[src/rtl/cdc_pkg.sv]
// Shared definitions for the CDC result serializer.
// Contents: mode tag constants, serializer FSM state type and the
// per-mode frame length helper.
`timescale 1ns/1ps
package cdc_pkg;

    localparam logic [1:0] MODE_CRC_GEN = 2'd0;
    localparam logic [1:0] MODE_CRC_CHK = 2'd1;
    localparam logic [1:0] MODE_HAMMING = 2'd2;
    localparam logic [1:0] MODE_RSVD    = 2'd3;

    typedef enum logic {
        ST_IDLE = 1'b0,
        ST_SEND = 1'b1
    } state_t;

    // Frame length in bytes for the default 72-bit result word.
    function automatic logic [7:0] frame_len(input logic [1:0] mode);
        return (mode == MODE_CRC_GEN) ? 8'd9 : 8'd1;
    endfunction

endpackage

[src/rtl/cdc_out_fifo.sv]
// Synchronous FIFO holding {mode, data} result entries.
// Ports:
//   clk, rst       clock, synchronous active-high reset
//   push, wdata    write strobe and entry
//   pop, rdata     read strobe and head entry (valid while !empty)
//   full, empty    occupancy flags
//   count          number of stored entries (0..DEPTH)
`timescale 1ns/1ps
module cdc_out_fifo #(
    parameter int W     = 74,
    parameter int DEPTH = 2
) (
    input  logic                         clk,
    input  logic                         rst,
    input  logic                         push,
    input  logic [W-1:0]                 wdata,
    input  logic                         pop,
    output logic [W-1:0]                 rdata,
    output logic                         full,
    output logic                         empty,
    output logic [$clog2(DEPTH):0]       count
);

    localparam int AW = $clog2(DEPTH);

    logic [W-1:0]  mem [DEPTH];
    logic [AW-1:0] wptr;
    logic [AW-1:0] rptr;
    logic          do_push;
    logic          do_pop;

    assign do_pop  = pop && !empty;
    // A full FIFO still accepts a write when the head leaves in the same cycle.
    assign do_push = push && (!full || do_pop);

    always_ff @(posedge clk) begin
        if (do_push) begin
            mem[wptr] <= wdata;
        end
    end

    always_ff @(posedge clk) begin
        if (rst) begin
            wptr  <= '0;
            rptr  <= '0;
            count <= '0;
        end else begin
            if (do_push) wptr <= wptr + AW'(1);
            if (do_pop)  rptr <= rptr + AW'(1);
            case ({do_push, do_pop})
                2'b10:   count <= count + (AW+1)'(1);
                2'b01:   count <= count - (AW+1)'(1);
                default: count <= count;
            endcase
        end
    end

    assign rdata = mem[rptr];
    assign full  = (count == (AW+1)'(DEPTH));
    assign empty = (count == '0);

endmodule

[src/rtl/cdc_out_serializer.sv]
// Receive-domain result serializer: captures result words, queues them and
// streams each one out as a valid/ready byte frame, MSB byte first.
// Ports:
//   clk, rst                  clock, synchronous active-high reset
//   in_valid/in_data/in_mode  one-cycle result pulse with word and mode tag
//   out_valid/out_ready       byte stream handshake
//   out_byte/out_last/out_mode current byte, end-of-frame marker, frame mode
//   overflow                  sticky: a result was dropped on a full FIFO
//   crc_fail_cnt              saturating count of non-zero mode-1 results
//
// state   | meaning
// ST_IDLE | no frame in flight; loads the next FIFO head if present
// ST_SEND | presenting bytes of the current frame
`timescale 1ns/1ps
module cdc_out_serializer
    import cdc_pkg::*;
#(
    parameter int DATA_W = 72,
    parameter int DEPTH  = 2,
    parameter int CNT_W  = 16
) (
    input  logic              clk,
    input  logic              rst,
    input  logic              in_valid,
    input  logic [DATA_W-1:0] in_data,
    input  logic [1:0]        in_mode,
    output logic              out_valid,
    input  logic              out_ready,
    output logic [7:0]        out_byte,
    output logic              out_last,
    output logic [1:0]        out_mode,
    output logic              overflow,
    output logic [CNT_W-1:0]  crc_fail_cnt
);

    localparam int FW = DATA_W + 2;

    state_t              state;
    logic                cap_valid;
    logic [DATA_W-1:0]   cap_data;
    logic [1:0]          cap_mode;
    logic [DATA_W-1:0]   shreg;
    logic [7:0]          byte_cnt;

    logic [FW-1:0]       head;
    logic [DATA_W-1:0]   head_data;
    logic [1:0]          head_mode;
    logic [7:0]          head_len;
    logic                fifo_full;
    logic                fifo_empty;
    logic [$clog2(DEPTH):0] fifo_count;
    logic                accept;
    logic                push;
    logic                pop;

    // Input capture stage; it sets the two-cycle in_valid to out_valid latency.
    always_ff @(posedge clk) begin
        if (rst) begin
            cap_valid <= 1'b0;
            cap_data  <= '0;
            cap_mode  <= '0;
        end else begin
            cap_valid <= in_valid;
            if (in_valid) begin
                cap_data <= in_data;
                cap_mode <= in_mode;
            end
        end
    end

    assign pop    = (state == ST_IDLE) && !fifo_empty;
    assign accept = cap_valid && (cap_mode != MODE_RSVD);
    assign push   = accept && (!fifo_full || pop);

    cdc_out_fifo #(.W(FW), .DEPTH(DEPTH)) u_fifo (
        .clk   (clk),
        .rst   (rst),
        .push  (push),
        .wdata ({cap_mode, cap_data}),
        .pop   (pop),
        .rdata (head),
        .full  (fifo_full),
        .empty (fifo_empty),
        .count (fifo_count)
    );

    assign head_mode = head[FW-1 -: 2];
    assign head_data = head[DATA_W-1:0];
    assign head_len  = (head_mode == MODE_CRC_GEN) ? 8'(DATA_W/8) : frame_len(head_mode);

    always_ff @(posedge clk) begin
        if (rst) begin
            overflow     <= 1'b0;
            crc_fail_cnt <= '0;
        end else begin
            if (accept && !push) overflow <= 1'b1;
            if (push && cap_mode == MODE_CRC_CHK && cap_data != '0 && crc_fail_cnt != '1) begin
                crc_fail_cnt <= crc_fail_cnt + CNT_W'(1);
            end
        end
    end

    always_ff @(posedge clk) begin
        if (rst) begin
            state     <= ST_IDLE;
            out_valid <= 1'b0;
            out_last  <= 1'b0;
            out_mode  <= '0;
            shreg     <= '0;
            byte_cnt  <= '0;
        end else begin
            case (state)
                ST_IDLE: begin
                    out_valid <= 1'b0;
                    if (pop) begin
                        // Single-byte frames are placed in the top byte so the
                        // output path is the same for every mode.
                        case (head_mode)
                            MODE_CRC_CHK: shreg <= {head_data[7:0], {(DATA_W-8){1'b0}}};
                            MODE_HAMMING: shreg <= {1'b0, head_data[6:0], {(DATA_W-8){1'b0}}};
                            default:      shreg <= head_data;
                        endcase
                        byte_cnt  <= head_len - 8'd1;
                        out_last  <= (head_len == 8'd1);
                        out_mode  <= head_mode;
                        out_valid <= 1'b1;
                        state     <= ST_SEND;
                    end
                end
                ST_SEND: begin
                    if (out_ready) begin
                        if (byte_cnt == 8'd0) begin
                            out_valid <= 1'b0;
                            out_last  <= 1'b0;
                            state     <= ST_IDLE;
                        end else begin
                            shreg    <= {shreg[DATA_W-9:0], 8'h00};
                            byte_cnt <= byte_cnt - 8'd1;
                            out_last <= (byte_cnt == 8'd1);
                        end
                    end
                end
                default: state <= ST_IDLE;
            endcase
        end
    end

    assign out_byte = shreg[DATA_W-1 -: 8];

endmodule

[config.mk]
export PLATFORM = sky130hd
export DESIGN_NAME = cdc_out_serializer
export DESIGN_NICKNAME = d
export VERILOG_FILES = /design/src/rtl/cdc_pkg.sv /design/src/rtl/cdc_out_fifo.sv /design/src/rtl/cdc_out_serializer.sv
export SDC_FILE = /design/constraint.sdc
export NUM_CORES = 1
export LEC_CHECK = 0
export CORE_MARGIN = 2
export CORE_UTILIZATION = 50
export CTS_BUF_LIST = sky130_fd_sc_hd__clkbuf_8
export CTS_CLUSTER_DIAMETER = 150
export DETAILED_ROUTE_END_ITERATION = 10
export PLACE_DENSITY = 0.7
export REMOVE_ABC_BUFFERS = 1
export SKIP_CTS_REPAIR_TIMING = 1
export SYNTH_ARGS = -nofsm -noshare
export SYNTH_HDL_FRONTEND = slang
export SYNTH_HIERARCHICAL = 1
export SYNTH_SLANG_ARGS = --single-unit
[constraint.sdc]
create_clock -name clk -period 6.4 [get_ports clk]
set_clock_uncertainty 0.2 [all_clocks]
set_input_delay 1.28 -clock clk [delete_from_list [all_inputs] [get_ports clk]]
set_output_delay 1.28 -clock clk [all_outputs]
set_load 0.05 [all_outputs]
==> results.sh <==
export IMPL_status="complete, no violations"
export IMPL_core_area_mm2=0.0253
export IMPL_crit_family="simple AND/OR/NAND/NOR gates"
export IMPL_fin_nets=1238
export IMPL_final_setup_viol_count=0
export IMPL_timing_critical_path_buf_inv=1
export IMPL_via_per_inst=5.61
export IMPL_cap_viol_max_count=0
export IMPL_dr_first_iter_drc_count=581
export IMPL_die_h_um=165
export IMPL_synth_area_mm2=0.0129
export IMPL_globalRouteOverflowTotal=0
export IMPL_yosysWarnings=6
export IMPL_cts_sinks=330
export IMPL_dr_pass1_iters=5
export IMPL_min_period_over_period=0.551
export IMPL_p_switching_mw=1.22
export IMPL_worstMarginPinSlew_ns=0.968
export IMPL_nFillCells=2091
export IMPL_grt_pass1_vias=8496
export IMPL_antenna_found_initial=0
export IMPL_yosys_most_used_dff="dfxtp_1"
export IMPL_dp_hpwl_mm=16.8
export IMPL_clkPwrFrac=0.364
export IMPL_slowest_delay_ns=0.77
export IMPL_avgSynthCellArea_um2=12.2
export IMPL_setup_tns_ns=0
export IMPL_cp_data_arrival_time_ns=3.51
export IMPL_seqCellArea_mm2=0.00809
export IMPL_synthCells=1059
export IMPL_synthToLayoutAreaGrowth_pct=17.4
export IMPL_drc_errors=0
export IMPL_clock_latency_ns=0.57
export IMPL_wl_per_cell_um=18.0
export IMPL_cp_slowest_cell="nor2_4"
export IMPL_p_per_area_mw_per_mm2=314
export IMPL_power_leakage_nw=5.51
export IMPL_synth_edff_count=148
export IMPL_cp_max_fo=45
export IMPL_sw_frac_of_total=0.257
export IMPL_grt_max_degree=116
export IMPL_io_pins=107
export IMPL_h_tree_depth=2
export IMPL_cts_made_buffers=52
export IMPL_root_buffer="clkbuf_8"
export IMPL_endpoint_kind="flip-flop"
export IMPL_ys_ff_latch=330
export IMPL_diodes=0
export IMPL_min_path_type="flip-flop to flip-flop"
export IMPL_hold_viol=0
export IMPL_p_comb_frac=0.122
export IMPL_io_buffer_count=106
export IMPL_cts_buffer_depth=3
export IMPL_grt_use_total=0.204
export IMPL_hold_path_depth=2
export IMPL_peakVddDrop_mv=0.205
export IMPL_worstPathCellList="nor2_1, or2_4, a21oi_1, o21ai_2, nor2_4, buf_4"
export IMPL_yosysSeqAreaShare=0.627
export IMPL_max_slew_margin=0.353
export IMPL_reg2regPathDepth=6
export IMPL_fin_total_pwr_mw=4.76
export IMPL_tritoncts="done"
export IMPL_synthArstFlopShare=0
export IMPL_wl_mm=27.4
export IMPL_max_freq_mhz=283
export IMPL_grt_pass1_wl_mm=43.7
export IMPL_p_int_mw=3.54
export IMPL_path_depth=6
export IMPL_crit_path_start_kind="flip-flop"
export IMPL_rsz0062_at_grt="no"
export IMPL_drive_gt1_frac=0.149
export IMPL_slew_viol_final=0
export IMPL_layout_min_cycle_time_ns=3.53
export IMPL_dr_total_vias=8556
export IMPL_fp_dieW_um=165
export IMPL_yosysUniqueCellTypes=49
export IMPL_dieArea_mm2=0.0271
export IMPL_multi_input_area_mm2=0.00445
export IMPL_clk_pin_slew_ns=0.06
export IMPL_rows=58
export IMPL_cp_required_ns=6.38
export IMPL_initial_core_util=0.511
export IMPL_worst_setup_path_type="flip-flop to flip-flop"
export IMPL_seq_power_share=0.514
export IMPL_antenna_left=0
export IMPL_gp_congestion=0.811
-- cell type report --
class,count,share of cell area
clock buffer,61,0.0554
clock inverter,35,0.0126
inverter,7,0.00173
multi-input combinational,645,0.294
sequential,330,0.534
tap,330,0.0273
timing repair buffer,117,0.0754
-- per-stage QoR --
step | cells | area [µm²] | worst slack (ns) | util | hold slack (ns)
after global placement | 1429 | 14100 | 2.35 | 0.559 | 0.247
after global routing | 1525 | 15100 | 2.64 | 0.600 | 0.289
final | 1525 | 15100 | 2.87 | 0.600 | 0.256
after CTS | 1525 | 15100 | 2.85 | 0.600 | 0.263
after detailed placement | 1429 | 14100 | 2.28 | 0.559 | 0.254
after floorplan | 982 | 12500 | 0.732 | - | 0.247
-- power by group through the flow --
stage / Combinational (mW) / Sequential [mW] / Clock [mW]
global route: 0.640 / 2.46 / 1.86
floorplan: 0.334 / 2.51 / 0
detailed placement: 0.584 / 2.49 / 0
global placement: 0.571 / 2.49 / 0
finish: 0.581 / 2.45 / 1.73
CTS: 0.585 / 2.45 / 1.77
-- layer usage --
| metal | up-vias | share of wire | global-route usage |
|---|---|---|---|
| met4 | 0 | 0.025 | 0.0739 |
| met1 | 4103 | 0.45 | 0.277 |
| li1 | 4125 | - | - |
| met3 | 54 | 0.065 | 0.0392 |
| met5 | - | 0 | 0 |
| met2 | 274 | 0.46 | 0.328 |
-- flip-flops by register name, indices dropped and copies added, names as in the netlist, named ones only --
signal        flops
overflow          1
u_fifo/count      2
byte_cnt          8
out_mode          2
crc_fail_cnt     16
u_fifo/rptr       1
out_last          1
cap_mode          2
shreg            72
u_fifo/mem      148
cap_data         72
out_valid         1
u_fifo/wptr       1
cap_valid         1
state             1
-- synth_stat cells (all sizes together), types with 3 or more instances --
library cell / instances / area share
a21oi: 31 / 0.012
a221o: 6 / 0.0047
a221oi: 58 / 0.039
a22oi: 8 / 0.0047
buf: 29 / 0.015
clkbuf: 48 / 0.014
dfxtp: 182 / 0.28
edfxtp: 148 / 0.34
ha: 7 / 0.0068
inv: 6 / 0.0017
mux2: 79 / 0.069
mux2i: 76 / 0.059
nand2: 29 / 0.0084
nand2b: 6 / 0.0031
nand3: 14 / 0.0054
nand4: 8 / 0.0039
nand4b: 3 / 0.0020
nor2: 173 / 0.050
nor2b: 6 / 0.0029
nor3: 60 / 0.023
nor4: 22 / 0.012
o21ai: 14 / 0.0057
o31ai: 6 / 0.0035
o41ai: 4 / 0.0027
or4: 6 / 0.0035
or4b: 6 / 0.0047
xor2: 7 / 0.0047
-- worst reg2reg max path, cell delays in order, from the launching register on --
cell and delay (ns):
dfxtp_1 0.46, nor2_1 0.08, or2_4 0.31, a21oi_1 0.39
o21ai_2 0.20, nor2_4 0.77, buf_4 0.70
-- kinds of logic (layout without fill, tap and decap cells) --
| group | Yosys count | count (layout) | share of synthesized area |
|---|---|---|---|
| XOR/XNOR | 7 | 7 | 0.00475 |
| flip-flops | 330 | 330 | 0.627 |
| AND/OR/NAND/NOR | 342 | 342 | 0.125 |
| AO/OA/AOI/OAI | 134 | 134 | 0.0776 |
| multiplexers | 155 | 155 | 0.128 |
| buffers and inverters | 84 | 220 | 0.0313 |
| adder cells (fa/ha/maj) | 7 | 7 | 0.00678 |
-- path summary, 6_finish.rpt --
path	start	to	slack (ns)
worst min-delay path	out_mode[0]$_SDFFE_PP0P_	out_mode[0]$_SDFFE_PP0P_	0.26
worst max-delay path	u_fifo/count[1]$_SDFFE_PP0P_	u_fifo/mem[0][40]$_DFFE_PP_	2.87
worst max register to register	u_fifo/count[1]$_SDFFE_PP0P_	u_fifo/mem[0][40]$_DFFE_PP_	2.87
worst min register to register	out_mode[0]$_SDFFE_PP0P_	out_mode[0]$_SDFFE_PP0P_	0.26
-- layout by cell type (no fill, tap or decap), types with 4 or more instances in the layout --
cell and count:
dfxtp_1 180, nor2_1 169, edfxtp_1 148, clkdlybuf4s50_1 104, mux2_2 78, mux2i_1 76
clkbuf_8 61, nor3_1 60, a221oi_1 58, a21oi_1 31, nand2_1 29, nor4_1 20
inv_1 19, clkinv_1 16, nand3_1 14, o21ai_0 13, buf_4 12, nand4_1 8
a22oi_1 8, xor2_1 7, ha_1 7, o31ai_1 6, or4_1 6, nor2b_1 6
a221o_1 6, or4b_2 5, nand2b_1 5, clkinv_2 5, o41ai_1 4, nor2_4 4
No activity file was read; power rests on OpenSTA's default activity.
